[src/rtl/fetch_sequencer.sv]
// Program counter and fetch sequencer feeding the instruction ROM address.
// Handles start/halt, jump/branch/stall updates and a saturating cycle counter.
module fetch_sequencer #(
   parameter int A          = 12,
   parameter int OFFW       = 8,
   parameter int CNTW       = 16,
   parameter int START_ADDR = 0
) (
   input  logic            Clk,
   input  logic            Reset,
   input  logic            Start,
   input  logic            Halt,
   input  logic            Stall,
   input  logic            JumpEn,
   input  logic [A-1:0]    JumpTarget,
   input  logic            BranchEn,
   input  logic [OFFW-1:0] BranchOff,
   output logic [A-1:0]    InstAddress,
   output logic            Running,
   output logic            Done,
   output logic [CNTW-1:0] CycleCount
);

   localparam logic [1:0] S_IDLE = 2'd0;
   localparam logic [1:0] S_RUN  = 2'd1;
   localparam logic [1:0] S_HALT = 2'd2;

   localparam logic [A-1:0] PC_START = A'(START_ADDR);

   logic [1:0]      state_q, state_d;
   logic [A-1:0]    pc_q, pc_d;
   logic [CNTW-1:0] cnt_q, cnt_d;
   logic [A-1:0]    off_ext;

   assign off_ext = A'($signed(BranchOff));

   always_comb begin
      state_d = state_q;
      pc_d    = pc_q;
      cnt_d   = cnt_q;
      case (state_q)
         S_IDLE, S_HALT: begin
            if (Start) begin
               state_d = S_RUN;
               pc_d    = PC_START;
               cnt_d   = '0;
            end
         end
         S_RUN: begin
            // halt and stall cycles are counted too
            if (cnt_q != '1) cnt_d = cnt_q + CNTW'(1);
            if (Halt) begin
               state_d = S_HALT;
            end else if (Stall) begin
               pc_d = pc_q;
            end else if (JumpEn) begin
               pc_d = JumpTarget;
            end else if (BranchEn) begin
               pc_d = pc_q + off_ext;
            end else begin
               pc_d = pc_q + A'(1);
            end
         end
         default: begin
            state_d = S_IDLE;
            pc_d    = PC_START;
            cnt_d   = '0;
         end
      endcase
   end

   always_ff @(posedge Clk or posedge Reset) begin
      if (Reset) begin
         state_q <= S_IDLE;
         pc_q    <= PC_START;
         cnt_q   <= '0;
      end else begin
         state_q <= state_d;
         pc_q    <= pc_d;
         cnt_q   <= cnt_d;
      end
   end

   assign InstAddress = pc_q;
   assign Running     = (state_q == S_RUN);
   assign Done        = (state_q == S_HALT);
   assign CycleCount  = cnt_q;

endmodule

[config.mk]
export PLATFORM = sky130hd
export DESIGN_NAME = fetch_sequencer
export DESIGN_NICKNAME = d
export VERILOG_FILES = /design/src/rtl/fetch_sequencer.sv
export SDC_FILE = /design/constraint.sdc
export NUM_CORES = 1
export LEC_CHECK = 0
export CAP_MARGIN = 10
export CORE_UTILIZATION = 43
export DETAILED_ROUTE_END_ITERATION = 6
export GPL_TIMING_DRIVEN = 0
export PLACE_DENSITY = 0.76
export SETUP_SLACK_MARGIN = 0.3
export SLEW_MARGIN = 20
export SYNTH_ARGS = -nofsm -noshare
export SYNTH_HDL_FRONTEND = slang
export SYNTH_SLANG_ARGS = --single-unit
export TNS_END_PERCENT = 20
[constraint.sdc]
create_clock -name Clk -period 2 [get_ports Clk]
set_input_delay 0.4 -clock Clk [delete_from_list [all_inputs] [get_ports Clk]]
set_output_delay 0.4 -clock Clk [all_outputs]
set_load 0.005 [all_outputs]
# --- Yosys cells after proc, flatten, opt, wreduce, memory -nomap -nowiden ---
# Index checks and enable logic that the tools add are counted.
totals:
  register_bits: 30
  out_inout_bits: 30
  wordCells: 31
  inputBits: 27
op_classes:
  n_reduce_logical: 5
  muxes: 12
  n_eq_ne: 8
  add_sub_neg: 3
ops:
  columns: ["operator", "n"]
  rows:
  - ["12-bit two-way mux", 5]
  - ["16-bit two-way mux", 2]
  - ["16-bit case mux with 2 select lines", 1]
  - ["12-bit case mux with 2 select lines", 1]
  - ["16-bit by 1-bit adder with 16-bit output (second input constant)", 1]
  - ["16-bit != test (second input constant)", 1]
  - ["12-bit by 1-bit adder with 12-bit output (second input constant)", 1]
  - ["12-bit adder", 1]
  - ["2-bit != test (second input constant)", 4]
  - ["2-bit two-way mux", 2]
  - ["2-bit case mux with 2 select lines", 1]
  - ["2-bit AND reduction", 2]
  - ["3-bit AND reduction", 1]
  - ["2-bit by 1-bit == test with 1-bit output (second input constant)", 1]
  - ["2-bit == test (second input constant)", 1]
  - ["2-bit zero test", 1]
  - ["2-bit by 1-bit != test with 1-bit output (second input constant)", 1]
  - ["2-bit OR reduction", 1]

# --- Longest topological paths before layout ---
# Gate-level depths: netlist (run 1).
logic_depth:
  ltp_word: 6
  mapped_depth: 10
  ltp_nobuf: 10

# --- Worst setup path before layout (run 1) ---
# Ideal clock, no wire load.
synth_timing:
  kind: "input-to-reg"
  start: "input BranchOff[0]"
  end: "register pc_q[8], in the netlist InstAddress[8]"
  setup_slack_ns: -0.264
  required_time_ns: 1.874
  path_stages: 10
  arrival_time_ns: 2.138
  path_cell_list: "nand2b_1 ha_1 inv_1 fa_1 nor2b_1 o31a_1 o221ai_2 nor4b_2 o31ai_1 a221o_1"
synth_between:
  elab_chain_cells: 6
synth_lines:
  columns: ["item", "line_no", "text"]
  rows:
  - ["from (decl)", "17", "input logic [OFFW-1:0] BranchOff,"]
  - ["12-bit adder", "59", "pc_d = pc_q + off_ext;"]
  - ["12-bit two-way mux", "58", "end else if (BranchEn) begin"]
  - ["12-bit two-way mux", "56", "end else if (JumpEn) begin"]
  - ["12-bit two-way mux", "54", "end else if (Stall) begin"]
  - ["12-bit two-way mux", "52", "if (Halt) begin"]
  - ["12-bit case mux with 2 select lines", "41", "case (state_q)"]
  - ["to (signal assigned)", "79", "pc_q <= pc_d;"]
  - ["to (decl)", "31", "logic [A-1:0] pc_q, pc_d;"]
# Every way passes these cells. The select of a mux whose other input is x is not followed.
# A chain may end at the register's enable or synchronous reset.

# --- Worst setup path in the final report (run 1) ---
layout_timing:
  start: "input BranchOff[6]"
  end: "register pc_q[7], in the netlist InstAddress[7]"
# The elaborated chain is that of the path after synthesis.

==> results.md, run 1 <==
* Status: finished, violations left
* Failing checks: DRC, setup timing
* Yosys reg bits at 30
* Min Tclk post-route at ~2.2 ns
* Pwr dens at ~650 nW/um^2
* Post-synth top flop: dfrtp_1
* Hold Violations, Final at 0
* Area leader, netlist: dfrtp_1
* GRT Util Overall at between 20% and 30%
* Synth Net Count at 262
* Cts hold-fix bufs at 0
* Placer Congestion at 0.824
* Max-slew violations at 0
* Area delta synth->final at 56.8%
* CTS tree: yes
* Sink Count at 30
* Slew HR at a little under three fifths
* Sequential share of the synthesized area at between 30% and 40%
* H-tree depth at 2
* Gr ovfl total at 0
* GRT met3 Usage at under 10%
* Layout cells sized above 1 at about 27%
* Antenna Cells at 0
* Worst Skew at 0.00960 ns
* Clock transition at path regs at around 0.070 ns
* Crit path max fanout at 3
* Netlist area before placement at 2030 um^2
* Synth cell types at 51
* Post-route DRC at 6
* Final wirelength at ~5800 um
* Die ar. at ~5000 um^2
* Top cell type's share of synthesized area at 37.1%
* CP arrival at between 2 and 2.5 ns
* EDFF count, synth at 0
* Met2 Track Usage GR at a little over two fifths
* FP Rows at 24
* Core area at roughly 4400 um^2
* Worst-Margin Slew at ~0.66 ns
* CTS Buffer Depth at 2
* Initial core utilization at 45.6%
* Die H at between 70 and 80 um
* Setup Viol. Count Final at 6
* Synth Instances at around 230
* FILL cells at between 300 and 400
* Total Nets Final at around 350
* CTS root buf: clkbuf_8
* Port Buffers at 56
* Setup CP Type: primary input to register
* Number of global-route vias before repair at between 1,500 and 2,000
* Clk_lat worst skew at around 0.29 ns
* Total number of vias at between 2,000 and 2,500
* DR WL/cell at around 16 um
* Element type at the critical path end: register
* DIE WIDTH at between 70 and 80 um
* Crit path launch type: primary input
* Max Cap Viol at 0
* Largest net degree at the start of global routing at 31
* Avg Cell Area, Syn at between 8 and 9 um^2
* Required @ worst endpoint at roughly 2.2 ns
* Via density at 5.62
* Global route hottest layer: met2
* Largest cells by area after synthesis: dfrtp_1 37%, xor2_1 5.6%, ha_1 4.9%
* Initial antenna violation count at 0
* Pre-CTS setup slack at -1.07 ns
* Fraction of the cycle the final worst path needs at 110%
* Warnings from Yosys at 0
* Synth async-reset ratio at between 90% and 100%
* Most frequent cell after synthesis: dfrtp_1
* Final TNS setup at -0.710 ns
* FMAX at roughly 460 MHz
* Number of DRC markers in iteration 0 at between 90 and 100
* Commonest cells in the netlist: 30 x dfrtp_1, 22 x nor2_1, 19 x nand2_1
* Worst Slack Setup Final at -0.193 ns
* HPWL after DPL at between 3000 and 4000 um
* I/O pin cnt at 57
* Worst hold path class: primary input to async pin
* Routed Antenna Nets at 0
* Drt pass-1 iters at 7
* Global-route wire length before repair at around 9300 um
* VDD IR-drop max at between 300 and 400 uV
* RSZ-0062 raised after global routing: yes
* Met1 usage at around 29%
* Pleak at about 1.4 nW
* CTS Buf Count at 5
-- layer usage --
layer  up-vias  share of wire, %
met5         -                 0
met4         0               1.2
met3        12               5.1
met2        74                52
met1       971                41
li1        987                 -
-- final timing paths --
| kind | endpoint | from | cells past startpoint | slack, ns |
|---|---|---|---|---|
| worst max register to register | InstAddress[8] | InstAddress[0] | 9 | -0.16 |
| max in group asynchronous | state_q[0] | Reset | 2 | 1.01 |
| worst min-delay path | InstAddress[7] | Reset | 2 | 0.52 |
| min in group Clk | state_q[1] | state_q[1] | 1 | 0.55 |
| worst min register to register | state_q[1] | state_q[1] | 1 | 0.55 |
| worst max-delay path | InstAddress[7] | BranchOff[6] | 10 | -0.19 |
-- placed cells by master, fill, tap and decap left out, types with 3 or more instances in the layout --
cell / count
nor2_1: 21
buf_4: 21
xor2_1: 13
nand2_1: 18
clkdlybuf4s50_1: 46
buf_6: 4
clkbuf_1: 7
nand2b_4: 3
inv_2: 3
a22oi_1: 4
nand3_1: 12
a21oi_1: 7
inv_1: 6
nor2b_1: 3
ha_4: 8
nand4_1: 3
dlymetal6s2s_1: 3
dfrtp_2: 5
clkdlybuf4s15_1: 3
clkbuf_8: 6
a22o_1: 5
dfrtp_1: 25
o21ai_1: 3
and2_4: 4
and4_4: 3
and3_1: 5
o21ai_0: 12
xnor2_1: 3
-- kinds of logic after synthesis --
kind of cell / synth area share (%)
buffers and inverters: 3.89
XOR/XNOR: 7.35
AND/OR/NAND/NOR: 24.2
AO/OA/AOI/OAI: 20.1
flip-flops: 37.1
adder cells (fa/ha/maj): 5.93
multiplexers: 1.48
-- metrics by stage --
| step | total power, W | utilization, % | area, um^2 | hold slack, ns | cells |
|---|---|---|---|---|---|
| after global placement | 0.00132 | 59.9 | 2660 | 0.506 | 334 |
| final | 0.00206 | 71.5 | 3180 | 0.521 | 364 |
| after CTS | 0.00196 | 67.4 | 2990 | 0.544 | 355 |
| after global routing | 0.00218 | 71.5 | 3180 | 0.566 | 364 |
| after detailed placement | 0.00133 | 59.9 | 2660 | 0.519 | 334 |
| after floorplan | 0.00106 | - | 2030 | 0.491 | 226 |
-- sequential cells by signal, summed over array words and instances, names as in the netlist --
| register | cells |
|---|---|
| CycleCount | 16 |
| InstAddress | 12 |
| state_q | 2 |
-- what timing repair did --
| item | in CTS | in global routing |
|---|---|---|
| resized for setup | 43 | 42 |
| pin swaps | 18 | 22 |
| setup buffers | 13 | 9 |
| endpoints found under the setup margin | 26 | 33 |
-- critical path, stage by stage --
cell and delay, ns:
clkdlybuf4s50_1 0.39, and2_1 0.18, ha_4 0.29, inv_1 0.05, o21ai_1 0.20, o31ai_2 0.11
buf_4 0.18, xnor2_2 0.14, a31o_1 0.22, a32o_1 0.21
-- area by class of cell --
class | count | area (um^2) | share of cell area (%)
plain buffers | 10 | 57.6 | 1.81
clock buffers | 7 | 86.3 | 2.72
clock inverters | 1 | 5.00 | 0.158
inverters | 10 | 40.0 | 1.26
multi-input cells | 176 | 1430 | 45.1
flip-flops and latches | 30 | 757 | 23.8
well taps | 52 | 65.1 | 2.05
repair buffers | 78 | 733 | 23.1
-- where the power goes --
part / switching [W] / total [W] / internal, W / leakage (nW)
Sequential: 0.0000922 / 0.000763 / 0.000671 / 0.403
Clock: 0.000243 / 0.000521 / 0.000278 / 0.0482
Combinational: 0.000348 / 0.000773 / 0.000425 / 0.924
No activity file was read; power rests on OpenSTA's default activity.
==> run 2: changes to the inputs <==
CORE_UTILIZATION = 24   (was 43)
PLACE_DENSITY = not set   (was 0.76)
==> run 2 against run 1 <==
Against the previous run:
- the flow finishes with violations (setup timing)
- clock skew shrank 0.0029 ns
- core utilization shrank 31 points
- sequential power is essentially flat
- clock-buffer cell count shrank 1
- via count shrank 1.9%
- global-route usage shrank 9.5 points
- wire length grew 5.3%
==> results.md, run 2 (synthesized netlist as in run 1, its figures left out) <==
* Placer Congestion at approximately 0.78
* Antenna Cells at 0
* VDD IR-drop max at between 300 and 400 uV
* Pleak at 1.40 nW
* R2r worst-path depth at 9
* Worst Slack Setup Final at -0.221 ns
* Final wirelength at between 6000 and 7000 um
* CP arrival at approximately 2.4 ns
* RR Startpoint: InstAddress[0]
* Core area at 8180 um^2
* Required @ worst endpoint at ~2.2 ns
* Drt pass-1 iters at 4
* Die H at approximately 94 um
* Port Buffers at 56
* Pwr dens at ~700 nW/um^2
* Worst Skew at 0.00671 ns
* Global-route wire length before repair at just under 10,000 um
* Via density at roughly 4.8
* Die ar. at slightly below 9000 um^2
* Min Tclk post-route at around 2.2 ns
* RSZ-0062 raised after global routing: yes
* CTS tree: yes
* FP Rows at 33
* CTS Buffer Depth at 2
* Largest net degree at the start of global routing at 31
* GRT met3 Usage at between 3 and 4%
* Post-route DRC at 0
* Global route hottest layer: met2
* GRT Util Overall at between 10% and 20%
* Layout cells sized above 1 at between 20 and 30%
* Setup Viol. Count Final at 7
* Total number of vias at roughly 2,000
* CTS Buf Count at 5
* Failing checks: setup timing
* Number of global-route vias before repair at 2,033
* I/O pin cnt at between 50 and 60
* CTS root buf: clkbuf_8
* DIE WIDTH at between 90 and 100 um
* Max FFs per register at 16
* Gr ovfl total at 0
* Area delta synth->final at 64.0%
* Cell area after layout at ~3300 um^2
* Met1 usage at 17.6%
* Slew HR at between 50% and 60%
* Pwr Total at ~0.0023 W
* Element type at the critical path end: register
* Critical R2R Capture: InstAddress[8]
* Initial core utilization at around 25%
* HPWL after DPL at about 4000 um
* Worst R2R Setup Slack at -0.22 ns
* Initial antenna violation count at 0
* Sink Count at 30
* Fraction of the cycle the final worst path needs at 111%
* Routed Antenna Nets at 0
* Status: finished, violations left
* Most common cell after layout, fill and taps aside: clkdlybuf4s50_1
* DR WL/cell at 14.6 um
* Hold Violations, Final at 0
* Fin util at 40.6%
* Max-slew violations at 0
* Clock transition at path regs at approximately 0.07 ns
* Clk_lat worst skew at between 0.2 and 0.3 ns
* Worst-Margin Slew at 0.690 ns
* Crit path max fanout at 3
* DP Area at approximately 2700 um^2
* Met2 Track Usage GR at 24.4%
* Total Nets Final at 347
* Min Hold Slack at around 0.55 ns
* H-tree depth at 2
* Most frequent cells in the layout: 45 x clkdlybuf4s50_1, 28 x dfrtp_1, 22 x nor2_1, 17 x nand2_1, 14 x buf_4
* Max Cap Viol at 0
* Number of DRC markers in iteration 0 at 75
* FMAX at approximately 450 MHz
* Crit path launch type: register
* Worst hold path class: primary input to async pin
* Setup CP Type: register to register
[run 2: final cells by class]
class	count	area (um^2)
Multi-Input combinational cell	176	1450
Inverter	10	40.0
Clock inverter	2	60.1
Sequential cell	30	753
Clock buffer	6	82.6
Buffer	10	63.8
Tap cell	105	131
Fill cell	822	4850
Timing Repair Buffer	78	738
[run 2: timing repair]
action / 4_1_cts / 5_1_grt
setup buffers: 20 / 2
gates resized for setup: 81 / 16
hold buffers: 0 / 0
setup endpoints to repair: 25 / 32
pin swaps: 32 / 11
[run 2: worst max-delay path by stage]
stage / end / slack, ns / from
after floorplan: InstAddress[8] / -0.22 / BranchOff[0]
after global placement: InstAddress[8] / -1.05 / BranchEn
after detailed placement: InstAddress[7] / -1.11 / BranchEn
after CTS: InstAddress[8] / -0.25 / InstAddress[0]
after global routing: InstAddress[10] / -0.30 / InstAddress[0]
final: InstAddress[8] / -0.22 / InstAddress[0]
[run 2: through the flow]
stage	worst slack (ns)	setup TNS [ns]	instances
3_5_place_dp	-1.11	-8.79	387
2_1_floorplan	-0.222	-0.441	226
4_1_cts	-0.250	-1.02	415
3_3_place_gp	-1.05	-8.13	387
6_report	-0.221	-1.09	417
5_1_grt	-0.303	-1.88	417
[run 2: worst max-delay path: stages, from the launching register on]
cell and delay (ns):
dfrtp_1 0.41, ha_4 0.18, inv_2 0.05, fa_2 0.22
nor2b_4 0.05, o31a_1 0.30, o221ai_4 0.21, nor4b_4 0.26
o31ai_1 0.09, a221o_1 0.32
[run 2: where the power goes]
part	internal, W	switching [W]	leakage, nW	total (W)
sequential	0.000670	0.0000914	0.408	0.000761
combinational	0.000432	0.000358	0.922	0.000790
clock	0.000532	0.000249	0.0714	0.000781
total	0.00163	0.000699	1.40	0.00233
[run 2: metal layers]
metal	up-vias	part of all wire [%]
met1	961	43
met4	0	1.2
met3	6	4.2
met2	57	52
li1	981	-
met5	-	0
